### config.mk
export PLATFORM = sky130hd
export DESIGN_NAME = inst_fetch
export DESIGN_NICKNAME = d
export VERILOG_FILES = /design/src/rtl/inst_fetch.sv
export SDC_FILE = /design/constraint.sdc
export NUM_CORES = 1
export LEC_CHECK = 0
export ABC_AREA = 1
export CAP_MARGIN = 15
export CORE_UTILIZATION = 45
export CTS_BUF_LIST = sky130_fd_sc_hd__clkbuf_4 sky130_fd_sc_hd__clkbuf_8
export DETAILED_ROUTE_END_ITERATION = 8
export PLACE_DENSITY = 0.76
export SLEW_MARGIN = 20
export SYNTH_ARGS = -nofsm -noshare
export SYNTH_HDL_FRONTEND = slang
export SYNTH_SLANG_ARGS = --single-unit
### constraint.sdc
create_clock -name clk -period 3.17 [get_ports clk]
set_clock_uncertainty 0.15 [all_clocks]
set_input_delay 0.4755 -clock clk [delete_from_list [all_inputs] [get_ports clk]]
set_output_delay 0.4755 -clock clk [all_outputs]
set_load 0.01 [all_outputs]
### src/rtl/inst_fetch.sv
// Byte-serial Y86 instruction fetcher: assembles variable-length
// instructions into a 48-bit bus under a valid/ready handshake.
module inst_fetch #(
  parameter logic [31:0] RESET_PC = 32'h0000_0000
) (
  input  logic        clk,
  input  logic        rst,
  output logic [31:0] mem_addr_o,
  output logic        mem_rd_o,
  input  logic [7:0]  mem_data_i,
  input  logic        mem_ack_i,
  output logic [47:0] inst_o,
  output logic [31:0] pc_o,
  output logic        inst_valid_o,
  input  logic        inst_ready_i,
  output logic        inst_err_o,
  input  logic        redirect_i,
  input  logic [31:0] redirect_pc_i
);

  typedef enum logic [1:0] {
    FETCH,
    HOLD,
    HALTED
  } state_t;

  state_t      state;
  logic [2:0]  cnt;
  logic [2:0]  len;
  logic [31:0] pc;
  logic        rd;

  function automatic logic [2:0] ilen(
    input logic [3:0] ic
  );
    logic [2:0] l;
    l = 3'd1;
    unique case (1'b1)
      (ic inside {4'h2, 4'h6, 4'hA, 4'hB}): l = 3'd2;
      (ic inside {4'h7, 4'h8}):             l = 3'd5;
      (ic inside {4'h3, 4'h4, 4'h5}):       l = 3'd6;
      default:                              l = 3'd1;
    endcase
    return l;
  endfunction

  logic       ack;
  logic [2:0] blen;
  logic       last;
  logic       halt;

  assign ack  = rd && mem_ack_i && (state == FETCH);
  assign blen = (cnt == 3'd0) ? ilen(mem_data_i[7:4]) : len;
  assign last = (cnt == blen - 3'd1);
  assign halt = (inst_o[47:44] == 4'h0) || inst_err_o;

  assign mem_addr_o   = pc + {29'd0, cnt};
  assign mem_rd_o     = rd;
  assign pc_o         = pc;
  assign inst_valid_o = (state == HOLD);

  always_ff @(posedge clk or negedge rst) begin
    if (!rst) begin
      state      <= FETCH;
      cnt        <= 3'd0;
      len        <= 3'd1;
      pc         <= RESET_PC;
      rd         <= 1'b0;
      inst_o     <= 48'd0;
      inst_err_o <= 1'b0;
    end else if (redirect_i) begin
      // wins over any ack or transfer in the same cycle
      state <= FETCH;
      cnt   <= 3'd0;
      pc    <= redirect_pc_i;
      rd    <= 1'b1;
    end else begin
      unique case (state)
        FETCH: begin
          rd <= 1'b1;
          if (ack) begin
            cnt <= cnt + 3'd1;
            if (cnt == 3'd0) begin
              inst_o     <= {mem_data_i, 40'd0};
              len        <= blen;
              inst_err_o <= (mem_data_i[7:4] >= 4'hC);
            end else if (len == 3'd5) begin
              inst_o[{cnt, 3'b000} +: 8] <= mem_data_i;
            end else if (cnt == 3'd1) begin
              inst_o[39:32] <= mem_data_i;
            end else begin
              inst_o[{cnt - 3'd2, 3'b000} +: 8] <= mem_data_i;
            end
            if (last) begin
              state <= HOLD;
              rd    <= 1'b0;
            end
          end
        end
        HOLD: begin
          if (inst_ready_i) begin
            pc  <= pc + {29'd0, len};
            cnt <= 3'd0;
            if (halt) begin
              state <= HALTED;
              rd    <= 1'b0;
            end else begin
              state <= FETCH;
              rd    <= 1'b1;
            end
          end
        end
        HALTED: rd <= 1'b0;
        default: begin
          state <= FETCH;
          rd    <= 1'b0;
        end
      endcase
    end
  end

endmodule

# Word level (Yosys, flattened, before mapping)
# Cells that the tools add are included.
# totals
input_bits,45
reg_bits,90
elab_cells,86
out_inout_bits,115
# op_classes
magnitude_cmp,1
add_sub_neg,7
reduce_logical,18
n_mux,28
n_eq_ne,19
shift,4
n_bitwise,1
# ops
operator,count
32-bit 2-to-1 mux,4
48-bit bitwise mux,2
48-bit 2-to-1 mux,2
8-bit by 8-bit variable shift with 48-bit output (first input constant),2
8-bit by 8-bit variable part select with 48-bit output,2
32-bit by 3-bit adder with 32-bit output,2
4-bit by 3-bit equality test with 1-bit output (second input constant),4
8-bit 2-to-1 mux,2
6-bit negator with 8-bit output,2
4-bit equality test (second input constant),3
3-bit 2-to-1 mux,4
4-bit AND reduction,3
2-bit 2-to-1 mux,5
3-bit != test (second input constant),3
3-bit one-hot mux with 3 select lines,1
4-bit by 2-bit equality test with 1-bit output (second input constant),2
2-bit one-hot mux with 3 select lines,1
3-bit one-hot mux with 2 select lines,1
3-bit AND reduction,2
2-bit nonzero test,3
3-bit nonzero test,2
1-bit 2-to-1 mux,5
4-bit >= comparator (second input constant),1
4-bit logical NOT,1
other kinds (18),19

# Logic depth before layout (Yosys ltp)
# logic_depth
ltp_word,10
depth_mapped,14

# Least setup slack after synthesis
# Ideal clock, no wire load.
# synth_path
path_type,register to output
from,reg cnt[0]
to,out mem_addr_o[28]
stages_incl_launch_ff,12
n_path_buf,0
setup_slack_ns,0.325
required_time_ns,2.544
arrival_ns,2.219
path_cell_list,dfrtp_1 ha_1 inv_1 fa_1 nor2_1 o21ai_1 nor2_1 inv_1 nor2_1 nand2_1 nor3_1 xor2_1
# synth_via
elab_chain_len,1
# synth_lines
element,line,text
start: declaration,28,logic [2:0] cnt;
start signal: assignment,82,cnt <= cnt + 3'd1;
32-bit by 3-bit adder with 32-bit output,57,"assign mem_addr_o = pc + {29'd0, cnt};"
end: declaration,8,"output logic [31:0] mem_addr_o,"
# No other way between the ends.

# Final worst setup path
# layout_path
from,reg cnt[0]
to,out mem_addr_o[22]
# The elaborated chain is that of the path after synthesis.

==> impl_metrics.ini <==
[finish]
final_util = 0.6541
drive_gt1_frac = 0.1190
n_antenna_cell = 0
fin_nets = 992
area_growth_pct = 40.88

[critical_path]
r2r-start = cnt[0]$_DFFE_PN0P_
cp_max_fo = 2
cp_cell_sequence = ha_2 > inv_1 > fa_2 > nor2_2 > o21ai_2 > buf_4 > nor2_1 > nand2_1 > xor2_1 > dlygate4sd2_1
r2r-end = inst_o[15]$_DFFE_PN0P_
critPathArrivalTime_ns = 2.44
crit_path_max_incr_delay_ns = 0.37
startpoint = cnt[0]$_DFFE_PN0P_
required_ns = 2.54
crit_path_end_kind = primary output
cp-start-kind = flip-flop
reg2reg_depth = 12
path_class = reg -> out
slowest_stage = dfrtp_1
endpoint = mem_addr_o[22]
r2r_slack_ns = 0.26

[grt]
grt_usage = 0.2912
gr-total-overflow = 0
grt_pass1_vias = 5597
grt_max_degree = 65
antenna_found_initial = 0
grt_first_pass_wirelength_um = 29200

[floorplan]
die_y_um = 113.6
rows = 40
die_area_um2 = 12900
ios = 160
core_area_um2 = 12060
initial_utilization = 0.4643
die_w_um = 113.6

[clocking]
clockRootBuffer = clkbuf_8
numCtsBuffers = 9
htree_levels = 3
clock_sink_count = 90
cts.clk_slew.worst_paths_ns = 0.09
clk_latency_ns = 0.37
cts_tree = done
cts.path.max_buffers = 2

[timing]
slew_headroom = 0.4147
setup_violations = 0
fin_crit_ns = 3.068
slew_violations = 0
worst_slack_ns = 0.1021
fmax_mhz = 326.0
worst_pin_slew_ns = 0.8779
fin_crit_sh = 0.9678
hold_viol_final = 0
grt_setup_unrepaired = true

[yosys]
yosysTopAreaCell = dfrtp_1
yosysMostFrequentCell = nand2_1
synth-seq-cells = 90
ys.flop_type = dfrtp_1
synth_area_per_cell_um2 = 7.620
yosys-top-cells-count = nand2_1 (155), inv_1 (99), dfrtp_1 (89), nor2_1 (78)
syn_nets = 798
synth.yosys.seq_area_share = 0.4024
ys_types = 40
async_reset_ff_frac = 1.000
ys_warn_count = 0
synth_edf_count = 0
synth_area_leaders = dfrtp_1 (40%), nand2_1 (10%), inv_1 (6.6%)
syn_area_um2 = 5600
synth_top_area_share = 0.3977
syn_inst = 735

[placed_design]
gp_congestion = 0.9155
port_buffers = 159
dp_hpwl_um = 13890
dp_slack_ns = -0.09614

[power_and_ir_drop]
powerDensity_nw_per_um2 = 634.9
power.static_leakage_uw = 0.003632
p_switching_uw = 2141
power_uw = 5009
internal-power_uw = 2868
switching_share = 0.4275
ir_drop_mv = 0.4606
combPwrFrac = 0.515
clkPwrFrac = 0.166
power_frac_seq = 0.319

[drt]
vias = 5873
via_per_inst = 5.334
drt_pre_antenna_iters = 8
post_drt_wl_per_cell_um = 16.51
drtIter0Drc = 511
antenna_left = 0
drc = 0
totalWireLength_um = 18180

[hold_path]
hold_path_class = in -> async

[run_status]
status = completed

[flow_run]
max_cap_viol_count = 0
worst min path at each step:
| stage | cells past startpoint | to |
|---|---|---|
| floorplan | 0 | cnt[0]$_DFFE_PN0P_ |
| global placement | 2 | inst_o[1]$_DFFE_PN0P_ |
| detailed placement | 2 | inst_o[2]$_DFFE_PN0P_ |
| CTS | 1 | pc_o[10]$_DFFE_PN0P_ |
| global route | 1 | pc_o[10]$_DFFE_PN0P_ |
| finish | 1 | pc_o[16]$_DFFE_PN0P_ |
worst max-delay path: cells and delay by family, from the launching register on:
kind                     cells  cell delay [ns]
XOR/XNOR                     1             0.18
flip-flops                   1             0.37
AO/OA/AOI/OAI                1             0.08
adder cells (fa/ha/maj)      2             0.54
AND/OR/NAND/NOR              3             0.39
buffers and inverters        3             0.50
layer usage:
layer / GRT usage / wire length, um / vias up / share of wire
met4: 0.1316 / 590 / 0 / 0.032
met3: 0.03401 / 1071 / 40 / 0.059
met5: 0 / 0 / - / 0
met1: 0.4039 / 8029 / 2795 / 0.44
met2: 0.4589 / 8489 / 220 / 0.47
li1: - / - / 2818 / -
stage by stage:
step	cell area, um2	std cells	hold WS [ns]	setup TNS [ns]
final	7890	1101	0.03724	0
after global routing	7890	1101	0.1197	-0.04057
after CTS	7880	1099	0.07829	-0.0007356
after detailed placement	7601	1083	0.3270	-0.1050
after global placement	7601	1083	0.3241	-0.06750
after floorplan	5600	735	0.02991	0
cell type report:
cell class	instances	area, um2
Clock inverter	5	63.81
Multi-Input combinational cell	526	3018
Timing Repair Buffer	196	1809
Sequential cell	90	2253
Clock buffer	10	137.6
Tap cell	168	210.2
Inverter	106	397.9
Fill cell	1059	4172
layout by cell type (no fill, tap or decap), types with 2 or more instances in the layout:
master / count
clkdlybuf4s50_1: 133
dlymetal6s2s_1: 4
clkbuf_2: 8
clkinv_4: 2
o211ai_1: 12
dfrtp_1: 89
nand3_1: 46
o22ai_1: 25
nor2_4: 7
a21oi_1: 26
nor2_1: 69
o21ai_1: 4
ha_1: 15
clkbuf_8: 10
dlygate4sd2_1: 10
nand2_1: 152
xnor2_1: 6
o21ai_0: 46
a41oi_1: 2
o31ai_1: 9
buf_2: 3
nor4_1: 4
o221ai_1: 3
nor2_2: 8
nand2_4: 3
nor3_1: 8
nand4_1: 15
inv_2: 8
nor3_2: 4
xor2_1: 40
buf_4: 38
nand2_2: 4
inv_1: 98
cell families after synthesis:
family / after synthesis / synth area share
xor gates and xnor gates: 47 / 0.07350
AOI/OAI and AO/OA: 135 / 0.1486
DFF: 90 / 0.4024
adders and majority gates: 18 / 0.04290
and+or+nand+nor: 325 / 0.2500
buffers and inverters: 119 / 0.08065
muxes: 1 / 0.002011
state kept, by name, summed over array words and instances (netlist names):
| register | cells |
|---|---|
| inst_o | 48 |
| mem_rd_o | 1 |
| inst_err_o | 1 |
| state | 2 |
| cnt | 3 |
| len | 3 |
| pc_o | 32 |
repair_timing:
action                                  CTS  global route
cloned                                    0             0
hold buffers                              0             0
setup buffers                             1             2
gates resized for setup                  54            27
endpoints found under the setup margin   24            26
pin swaps                                 5             7
power by group through the flow:
stage | logic (uW) | registers, uW | clock network [uW]
2_1_floorplan | 1300 | 1670 | 0
3_3_place_gp | 2550 | 1610 | 0
3_5_place_dp | 2570 | 1610 | 0
4_1_cts | 2570 | 1590 | 843
5_1_grt | 2850 | 1630 | 886
6_report | 2580 | 1600 | 830
(Power assumes the default switching activity.)
